$ cat config.mk
export PLATFORM = sky130hd
export DESIGN_NAME = fetch_prefetch
export DESIGN_NICKNAME = d
export VERILOG_FILES = /design/src/rtl/fetch_pkg.sv /design/src/rtl/fetch_fifo.sv /design/src/rtl/fetch_prefetch.sv
export SDC_FILE = /design/constraint.sdc
export NUM_CORES = 1
export LEC_CHECK = 0
export CORE_ASPECT_RATIO = 1.2
export CORE_MARGIN = 10
export CORE_UTILIZATION = 62
export CTS_BUF_LIST = sky130_fd_sc_hd__clkbuf_2
export DETAILED_ROUTE_END_ITERATION = 6
export PLACE_DENSITY = 0.88
export SYNTH_ARGS = -nofsm -noshare
export SYNTH_HDL_FRONTEND = slang
export SYNTH_SLANG_ARGS = --single-unit
$ cat constraint.sdc
create_clock -name clk -period 6.92 [get_ports clk]
set_clock_uncertainty 0.2 [all_clocks]
set_input_delay 0.692 -clock clk [delete_from_list [all_inputs] [get_ports clk]]
set_output_delay 0.692 -clock clk [all_outputs]
set_load 0.01 [all_outputs]
$ cat src/rtl/fetch_pkg.sv
// rtl/fetch_pkg.sv - shared types and constants for the fetch front end
package fetch_pkg;

    localparam int FETCH_INST_W = 16;
    localparam int FETCH_ADDR_W = 16;
    localparam logic [15:0] FETCH_NOP = 16'h0800;

    typedef enum logic [1:0] {
        IDLE = 2'd0,
        REQ  = 2'd1,
        DROP = 2'd2,
        HALT = 2'd3
    } fetchState_t;

    // Default-width queue entry; fetch_prefetch declares a parameter-width twin.
    typedef struct packed {
        logic [FETCH_INST_W-1:0] inst;
        logic [FETCH_ADDR_W-1:0] pcInc;
    } fetchEntry_t;

endpackage

$ cat src/rtl/fetch_fifo.sv
// rtl/fetch_fifo.sv - circular buffer with push, pop, flush and occupancy count
module fetch_fifo #(
    parameter int DEPTH = 4,
    parameter int W     = 32
) (
    input  logic                       clk,
    input  logic                       rst,
    input  logic                       push,
    input  logic [W-1:0]               pushData,
    input  logic                       pop,
    input  logic                       flush,
    output logic [$clog2(DEPTH):0]     count,
    output logic [W-1:0]               headData
);
    localparam int PW = $clog2(DEPTH);
    localparam int CW = PW + 1;

    logic [W-1:0]  store [DEPTH];
    logic [PW-1:0] rdPtr;
    logic [PW-1:0] wrPtr;

    // Pointers wrap naturally because DEPTH is a power of two.
    always_ff @(posedge clk or posedge rst) begin
        if (rst) begin
            rdPtr <= '0;
            wrPtr <= '0;
            count <= '0;
        end else if (flush) begin
            rdPtr <= '0;
            wrPtr <= '0;
            count <= '0;
        end else begin
            if (push) wrPtr <= wrPtr + 1'b1;
            if (pop)  rdPtr <= rdPtr + 1'b1;
            count <= count + CW'(push) - CW'(pop);
        end
    end

    always_ff @(posedge clk) begin
        if (push && !flush) store[wrPtr] <= pushData;
    end

    assign headData = store[rdPtr];

endmodule

$ cat src/rtl/fetch_prefetch.sv
// rtl/fetch_prefetch.sv - fetch PC, blocking imem reads, prefetch queue to decode (optional FETCH_BYPASS_EN)
module fetch_prefetch
    import fetch_pkg::*;
#(
    parameter int                INST_W   = 16,
    parameter int                ADDR_W   = 16,
    parameter int                DEPTH    = 4,
    parameter int                PC_INC   = 2,
    parameter logic [ADDR_W-1:0] RESET_PC = '0
) (
    input  logic              clk,
    input  logic              rst,
    input  logic              redirect,
    input  logic [ADDR_W-1:0] redirect_pc,
    output logic [ADDR_W-1:0] mem_addr,
    output logic              mem_rd,
    input  logic              mem_done,
    input  logic              mem_stall,
    input  logic [INST_W-1:0] mem_data,
    input  logic              mem_err,
    output logic              out_valid,
    input  logic              out_ready,
    output logic [INST_W-1:0] out_inst,
    output logic [ADDR_W-1:0] out_pc_inc,
    output logic              err
);
    localparam int CW = $clog2(DEPTH) + 1;

    typedef struct packed {
        logic [INST_W-1:0] inst;
        logic [ADDR_W-1:0] pcInc;
    } entry_t;

    fetchState_t       state, stateNext;
    logic [ADDR_W-1:0] fetchPc, fetchPcNext;
    logic [ADDR_W-1:0] reqAddr, reqAddrNext;
    logic              errNext;
    logic              push, pop, flush, bypass, qValid;
    logic [CW-1:0]     count, countAfterPop;
    logic [ADDR_W-1:0] doneAddr;
    entry_t            pushEntry, headEntry;

    fetch_fifo #(.DEPTH(DEPTH), .W(INST_W + ADDR_W)) uFifo (
        .clk      (clk),
        .rst      (rst),
        .push     (push),
        .pushData (pushEntry),
        .pop      (pop),
        .flush    (flush),
        .count    (count),
        .headData (headEntry)
    );

    assign qValid        = (count != '0);
    assign pop           = qValid & out_ready & ~redirect;
    assign countAfterPop = count - CW'(pop);
    assign doneAddr      = reqAddr + ADDR_W'(PC_INC);
    assign pushEntry     = '{inst: mem_data, pcInc: doneAddr};

`ifdef FETCH_BYPASS_EN
    // Empty queue and a ready decoder: hand the response straight through.
    assign bypass = (count == '0) && (state == REQ) && mem_done && !mem_err
                    && !redirect && out_ready;
`else
    assign bypass = 1'b0;
`endif

    always_ff @(posedge clk or posedge rst) begin
        if (rst) begin
            state   <= IDLE;
            fetchPc <= RESET_PC;
            reqAddr <= RESET_PC;
            err     <= 1'b0;
        end else begin
            state   <= stateNext;
            fetchPc <= fetchPcNext;
            reqAddr <= reqAddrNext;
            err     <= errNext;
        end
    end

    always_comb begin
        stateNext   = state;
        fetchPcNext = fetchPc;
        reqAddrNext = reqAddr;
        errNext     = err;
        push        = 1'b0;
        flush       = 1'b0;
        case (state)
            IDLE: begin
                if (!redirect && (countAfterPop < CW'(DEPTH)) && !mem_stall) begin
                    stateNext   = REQ;
                    reqAddrNext = fetchPc;
                end
            end
            REQ: begin
                if (mem_err) begin
                    stateNext = HALT;
                    errNext   = 1'b1;
                end else if (redirect) begin
                    stateNext = mem_done ? IDLE : DROP;
                end else if (mem_done) begin
                    push        = ~bypass;
                    fetchPcNext = doneAddr;
                    // Keep issuing only while the outstanding read is guaranteed a slot.
                    if ((countAfterPop + CW'(push)) < CW'(DEPTH)) begin
                        reqAddrNext = doneAddr;
                    end else begin
                        stateNext = IDLE;
                    end
                end
            end
            DROP: begin
                if (mem_err) begin
                    stateNext = HALT;
                    errNext   = 1'b1;
                end else if (mem_done) begin
                    stateNext = IDLE;
                end
            end
            default: ;
        endcase
        if (redirect) begin
            flush       = 1'b1;
            fetchPcNext = redirect_pc;
        end
    end

    assign mem_rd     = (state == REQ) || (state == DROP);
    assign mem_addr   = reqAddr;
    assign out_valid  = qValid | bypass;
    assign out_inst   = qValid ? headEntry.inst :
                        bypass ? mem_data : INST_W'(FETCH_NOP);
    assign out_pc_inc = qValid ? headEntry.pcInc :
                        bypass ? doneAddr : '0;

endmodule

==> results of run 1 <==
critical path: stages (launching register included):
cell             delay, ps
dfrtp_1                530
nor3_1                 380
inv_1                  520
and2_1                 350
clkdlybuf4s50_1        500
final cells by class:
class / instances / area (um2) / area share (%)
clock inverters: 12 / 168 / 1.89
multi-input cells: 270 / 2460 / 27.7
clock buffers: 19 / 95.1 / 1.07
inverters: 22 / 82.6 / 0.932
flip-flops and latches: 170 / 4900 / 55.3
repair buffers: 98 / 958 / 10.8
well taps: 161 / 201 / 2.27
where the power goes:
part,switching [uW],total (uW),leakage [uW],internal [uW]
logic,631,1210,0.00133,580
clock network,339,547,0.000149,209
registers,114,1370,0.00164,1250
sequential cells by signal (all words and copies together) (netlist names):
signal / flops
uFifo.wrPtr: 2
state: 2
uFifo.count: 3
uFifo.store: 128
fetchPc: 16
err: 1
uFifo.rdPtr: 2
mem_addr: 16
worst paths after layout:
path | slack [ps] | to | depth (start not counted)
max in group asynchronous | 5920 | uFifo.rdPtr[0] | 3
worst min register to register | 310 | err | 1
worst min-delay path | 160 | fetchPc[2] | 3
worst max-delay path | 3030 | out_pc_inc[7] | 4
worst max register to register | 3290 | uFifo.count[2] | 11
min in group clk | 310 | err | 1
synth_stat cells (2+ instances only):
cell	count
xnor2_1	11
xor2_4	2
and2_1	34
mux2_2	7
buf_2	6
dfrtp_1	42
a221o_1	2
a22oi_1	4
o21ai_0	11
nand4_1	6
nor3_1	7
nand3_1	10
and4_4	3
mux2i_1	2
a21o_1	9
nor2_1	21
nand2b_1	4
a311oi_1	2
nand2_1	19
a211oi_1	2
or4_1	3
ha_1	12
o311ai_0	2
a21boi_0	6
o211ai_1	4
mux4_2	32
a22o_1	8
a222oi_1	2
buf_4	2
buf_1	3
mux2_4	2
a31oi_1	4
a21oi_1	9
or2_2	2
xor2_1	7
inv_1	22
and3_1	5
clkbuf_1	12
edfxtp_1	128
stage by stage:
step / setup slack (ps) / std cells / hold slack (ps) / instance area, um2
5_1_grt: 2720 / 752 / 148 / 8860
2_1_floorplan: 3730 / 486 / 255 / 7550
4_1_cts: 2930 / 752 / 139 / 8860
3_5_place_dp: 2820 / 721 / 248 / 8600
6_report: 3030 / 752 / 161 / 8860
3_3_place_gp: 2960 / 721 / 248 / 8600
layer usage:
layer | GRT usage, % | vias to the layer above | routed length (um)
met5 | 0 | - | 0
met4 | 6.55 | 0 | 362
met3 | 5.83 | 35 | 1300
met2 | 31.7 | 221 | 8150
met1 | 24.3 | 2286 | 6500
li1 | - | 2043 | -
logic make-up after synthesis:
| group | after synthesis | share of synthesized area, % |
|---|---|---|
| XOR/XNOR | 20 | 2.82 |
| adder cells (fa/ha/maj) | 13 | 2.25 |
| buffers and inverters | 46 | 2.59 |
| flip-flops | 170 | 64.9 |
| AND/OR/NAND/NOR | 120 | 8.72 |
| multiplexers | 43 | 11.3 |
| AO/OA/AOI/OAI | 74 | 7.51 |
==> metrics, run 1 <==
Final period util 56.2%; setup repair after global routing missed its margin no; Cell Rows 44; Remaining DRCs 0; nets 631; register area share after synthesis 64.9%; PD cells 353 mW/mm2; total CTS buffers 17; largest net degree at the start of global routing 43; Startpoint Class register; cts repair resizes 0; IO Port Bufs 89; ANT cells 0; Initial DRC Count 441; post-layout min period 3890 ps; total number of vias 4585; share of cells above drive strength 1 15.9%; setup violators final 0; most common cell after layout, fill and taps aside edfxtp_1; first-pass GRT wire length 25700 um; Cell variety after synth 56; post-synth top area share 50.9%; grt ovf 0; Initial Util 62.9%; Die Span Y 141 um; initial antenna violation count 0; gpl congestion 0.861; post-route setup TNS 0 ps; EDFF count, synth 128; leading cell types in the layout, fill and taps excluded edfxtp_1 (128), clkdlybuf4s50_1 (89), dfrtp_1 (41); Pleak 0.00311 uW; CTS tree built; Arr. time, crit path 3000 ps; peak supply drop 0.000247 V; #FFs+latches synth 170; die area 0.0170 mm2; Mapped Nets 538; dpl hpwl 10900 um; IO Pins 90; cell count after synthesis 486; Final Hold Fails 0; Worst Path Max Fanout 34; Hold Path Class primary input to asynchronous set/reset pin; hold_buf cts 0; WP data required 6030 ps; Worst-Margin Slew 937 ps; H-tree lvl count 4; yosys warns 0; clock latency on the worst-skew pair 720 ps; Fillers 784; Area Growth Syn to Fin 17.4%; largest cells by area after synthesis edfxtp_1 (51%), dfrtp_1 (14%), mux4_2 (9.5%), and2_1 (2.8%), ha_1 (2.0%); Die Wd 121 um; mapped cell area 0.00755 mm2; reg2reg start state[1]; clock buffer depth 2; final core utilization 73.8%; postcts setup bufs 0; DR vias/cell 6.10; Worst setup EP type output port; Slew Viols, Final 0; Power Total 3120 uW; cell taking the most area after synthesis edfxtp_1; wire per inst 21.7 um; Worst-path clk slew 260 ps; CP Launch Point uFifo.count[2]; 1st-pass router iterations 5; Async S/R FF share, synth 24.7%; relative slew slack 37.5%; Total GRT Usage 19.5%; Sink Count 170; crit path kind register to output port; Max-Cap Viols 0; vias in the first global route 4697; status finished clean; Max Freq 0.257 GHz; CORE AREA 0.0120 mm2; CTS root buffer clkbuf_2; antenna viol nets, final 0; Routed WL 16300 um; mean post-synth cell area 15.5 um2; Top FF cell, synth edfxtp_1
Power figures use the tool's default switching activity.
==> run 2: changes to the inputs <==
--- a/config.mk
+++ b/config.mk
@@ -7,10 +7,10 @@
 export LEC_CHECK = 0
 export CORE_ASPECT_RATIO = 1.2
 export CORE_MARGIN = 10
-export CORE_UTILIZATION = 62
+export CORE_UTILIZATION = 52
 export CTS_BUF_LIST = sky130_fd_sc_hd__clkbuf_2
 export DETAILED_ROUTE_END_ITERATION = 6
-export PLACE_DENSITY = 0.88
+export PLACE_DENSITY = 0.79
 export SYNTH_ARGS = -nofsm -noshare
 export SYNTH_HDL_FRONTEND = slang
 export SYNTH_SLANG_ARGS = --single-unit
==> constraint.sdc (replaced) <==
create_clock -name clk -period 3.26 [get_ports clk]
set_clock_uncertainty 0.2 [all_clocks]
set_input_delay 0.326 -clock clk [delete_from_list [all_inputs] [get_ports clk]]
set_output_delay 0.326 -clock clk [all_outputs]
set_load 0.01 [all_outputs]
==> metrics, run 2 (same netlist as run 1, synthesis figures left out) <==
CP Cell Sequence buf_12 -> mux4_2 -> and2_1 -> clkdlybuf4s50_1 (was nor3_1 -> inv_1 -> and2_1 -> clkdlybuf4s50_1); CORE AREA 0.0143 mm2 (was 0.0120 mm2); Die Wd 130 um (was 121 um); setup repair after global routing missed its margin yes (was no); Hold Path Class primary input to register (was primary input to asynchronous set/reset pin); IO Pins 90 (unchanged); most common cell after layout, fill and taps aside edfxtp_1 (unchanged); R2R Setup Slk 290 ps (was 3290 ps); Worst-path clk slew 220 ps (was 260 ps); status finished clean (unchanged); Worst-Margin Slew 833 ps (was 937 ps); 1st-pass router iterations 5 (unchanged); Max-Cap Viols 0 (unchanged); delay of the slowest critical-path stage 510 ps (was 530 ps); largest net degree at the start of global routing 33 (was 43); Largest Register uFifo.store (unchanged); Setup WS pre-CTS 156 ps (was 2820 ps); WHS 73.0 ps (was 161 ps); clock latency on the worst-skew pair 730 ps (was 720 ps); total CTS buffers 17 (unchanged); Initial DRC Count 361 (was 441); Total GRT Usage 17.1% (was 19.5%); hold wc startpoint mem_data[10]; nets 677 (was 631); final worst slack 137 ps (was 3030 ps); dpl cells 746 (was 721); Pleak 0.00339 uW (was 0.00311 uW); dpl hpwl 11000 um (was 10900 um); CP max-delay cell mux4_2 (was dfrtp_1); Sink Count 170 (unchanged); relative slew slack 44.4% (was 37.5%); CP delay by family, top buffers and inverters (unchanged); grt ovf 0 (unchanged); Die Span Y 152 um (was 141 um); PD cells 724 mW/mm2 (was 353 mW/mm2); crit path buf inv count 2 (unchanged); Worst Path Max Fanout 18 (was 34); H-tree lvl count 4 (unchanged); Area Growth Syn to Fin 23.5% (was 17.4%); IO Port Bufs 89 (unchanged); die area 0.0198 mm2 (was 0.0170 mm2); Startpoint Class register (unchanged); share of cells above drive strength 1 19.2% (was 15.9%); CTS root buffer clkbuf_2 (unchanged); Max Used Layer met4 (unchanged); CTS tree built (unchanged); initial antenna violation count 1 (was 0); Largest register FFs 128 (unchanged); Cell Rows 48 (was 44); setup violators final 0 (unchanged); peak supply drop 0.000401 V (was 0.000247 V); Met2 Routed Length 8410 um (was 8150 um); first-pass GRT wire length 26300 um (was 25700 um); antenna viol nets, final 0 (unchanged); non-filler cells, final 813 (was 752); Remaining DRCs 0 (unchanged); Worst setup EP type output port (unchanged); Max Freq 0.320 GHz; DR vias/cell 5.71 (was 6.10); Slew Viols, Final 0 (unchanged); total number of vias 4640 (was 4585); gpl congestion 0.890 (was 0.861); WP data required 2730 ps (was 6030 ps); Final period util 95.8%; post-layout min period 3120 ps; reg2reg start uFifo.count[2] (was state[1]); leading cell types in the layout, fill and taps excluded edfxtp_1 (128), clkdlybuf4s50_1 (80), dfrtp_1 (40) (was edfxtp_1 (128), clkdlybuf4s50_1 (89), dfrtp_1 (41)); Initial Util 52.8% (was 62.9%); crit path kind register to output port (unchanged); Routed met3 length 1020 um (was 1300 um); Arr. time, crit path 2600 ps (was 3000 ps); wl on met1 6620 um (was 6500 um); Final Hold Fails 0 (unchanged); Power Total 6750 uW (was 3120 uW); clock buffer depth 2 (unchanged); wire per inst 20.0 um (was 21.7 um); Routed WL 16300 um (about the same); vias in the first global route 4917 (was 4697); CP Launch Point uFifo.rdPtr[0] (was uFifo.count[2])
[run 2: changes by cell type in the layout (fill, tap and decap cells not counted), moves of 3 or more]
| cell | previous run | this run |
|---|---|---|
| buf_12 | 0 | 5 |
| dlygate4sd2_1 | 0 | 7 |
| and3_1 | 5 | 1 |
| dlygate4sd3_1 | 0 | 22 |
| clkdlybuf4s50_1 | 89 | 80 |
| buf_4 | 9 | 25 |
| clkinv_2 | 0 | 5 |
| and3_2 | 0 | 4 |
| clkinv_1 | 0 | 3 |
[run 2: path summary, 6_finish.rpt]
check | end | cells after the start
worst max register to register | mem_addr[4] | 9
worst max-delay path | out_pc_inc[10] | 4
worst min register to register | err | 1
max in group asynchronous | fetchPc[10] | 4
worst min-delay path | uFifo.store[1][26] | 1
min in group asynchronous | state[1] | 3
[run 2: cell type report]
| class | count | area, um2 |
|---|---|---|
| fill | 1051 | 4970 |
| clock inverter | 14 | 131 |
| tap | 175 | 219 |
| antenna | 1 | 2.50 |
| inverter | 22 | 86.3 |
| timing repair buffer | 143 | 1420 |
| multi-input combinational | 270 | 2470 |
| timing repair inverter | 1 | 7.51 |
| sequential | 170 | 4900 |
| clock buffer | 17 | 85.1 |
[run 2: timing repair]
action,in CTS,in global routing
hold endpoints to repair,75,0
hold buffers,22,0
pin swaps,1,0
setup endpoints to repair,33,21
cloned,1,0
buffers inserted,5,7
resized for setup,13,4
[run 2: worst reg2reg max path, cell delays in order, from the launching register on]
cell and delay, ps:
dfrtp_1 600, nor2_1 160, nor3_1 270, inv_1 100, ha_1 310, nand4bb_1 150, o2bb2ai_4 260, xor2_4 140
a21oi_4 300, mux2_2 380
[run 2: metrics by stage]
step,area [um2],util [%],TNS (ps)
5_1_grt,9320,65.2,-5.47
6_report,9320,65.2,0
3_5_place_dp,8750,61.2,0
2_1_floorplan,7550,-,0
4_1_cts,9260,64.8,0
3_3_place_gp,8750,61.2,0
[run 2: metal layers]
| metal | vias to the layer above | track usage (%) |
|---|---|---|
| li1 | 2143 | - |
| met5 | - | 0 |
| met3 | 18 | 4.73 |
| met1 | 2329 | 20.6 |
| met4 | 0 | 4.77 |
| met2 | 150 | 29.1 |
[run 2: where the power goes]
| group | internal (uW) | switching (uW) | leakage, uW |
|---|---|---|---|
| Sequential | 2660 | 253 | 0.00164 |
| Clock | 339 | 692 | 0.000140 |
| Combinational | 1420 | 1390 | 0.00161 |
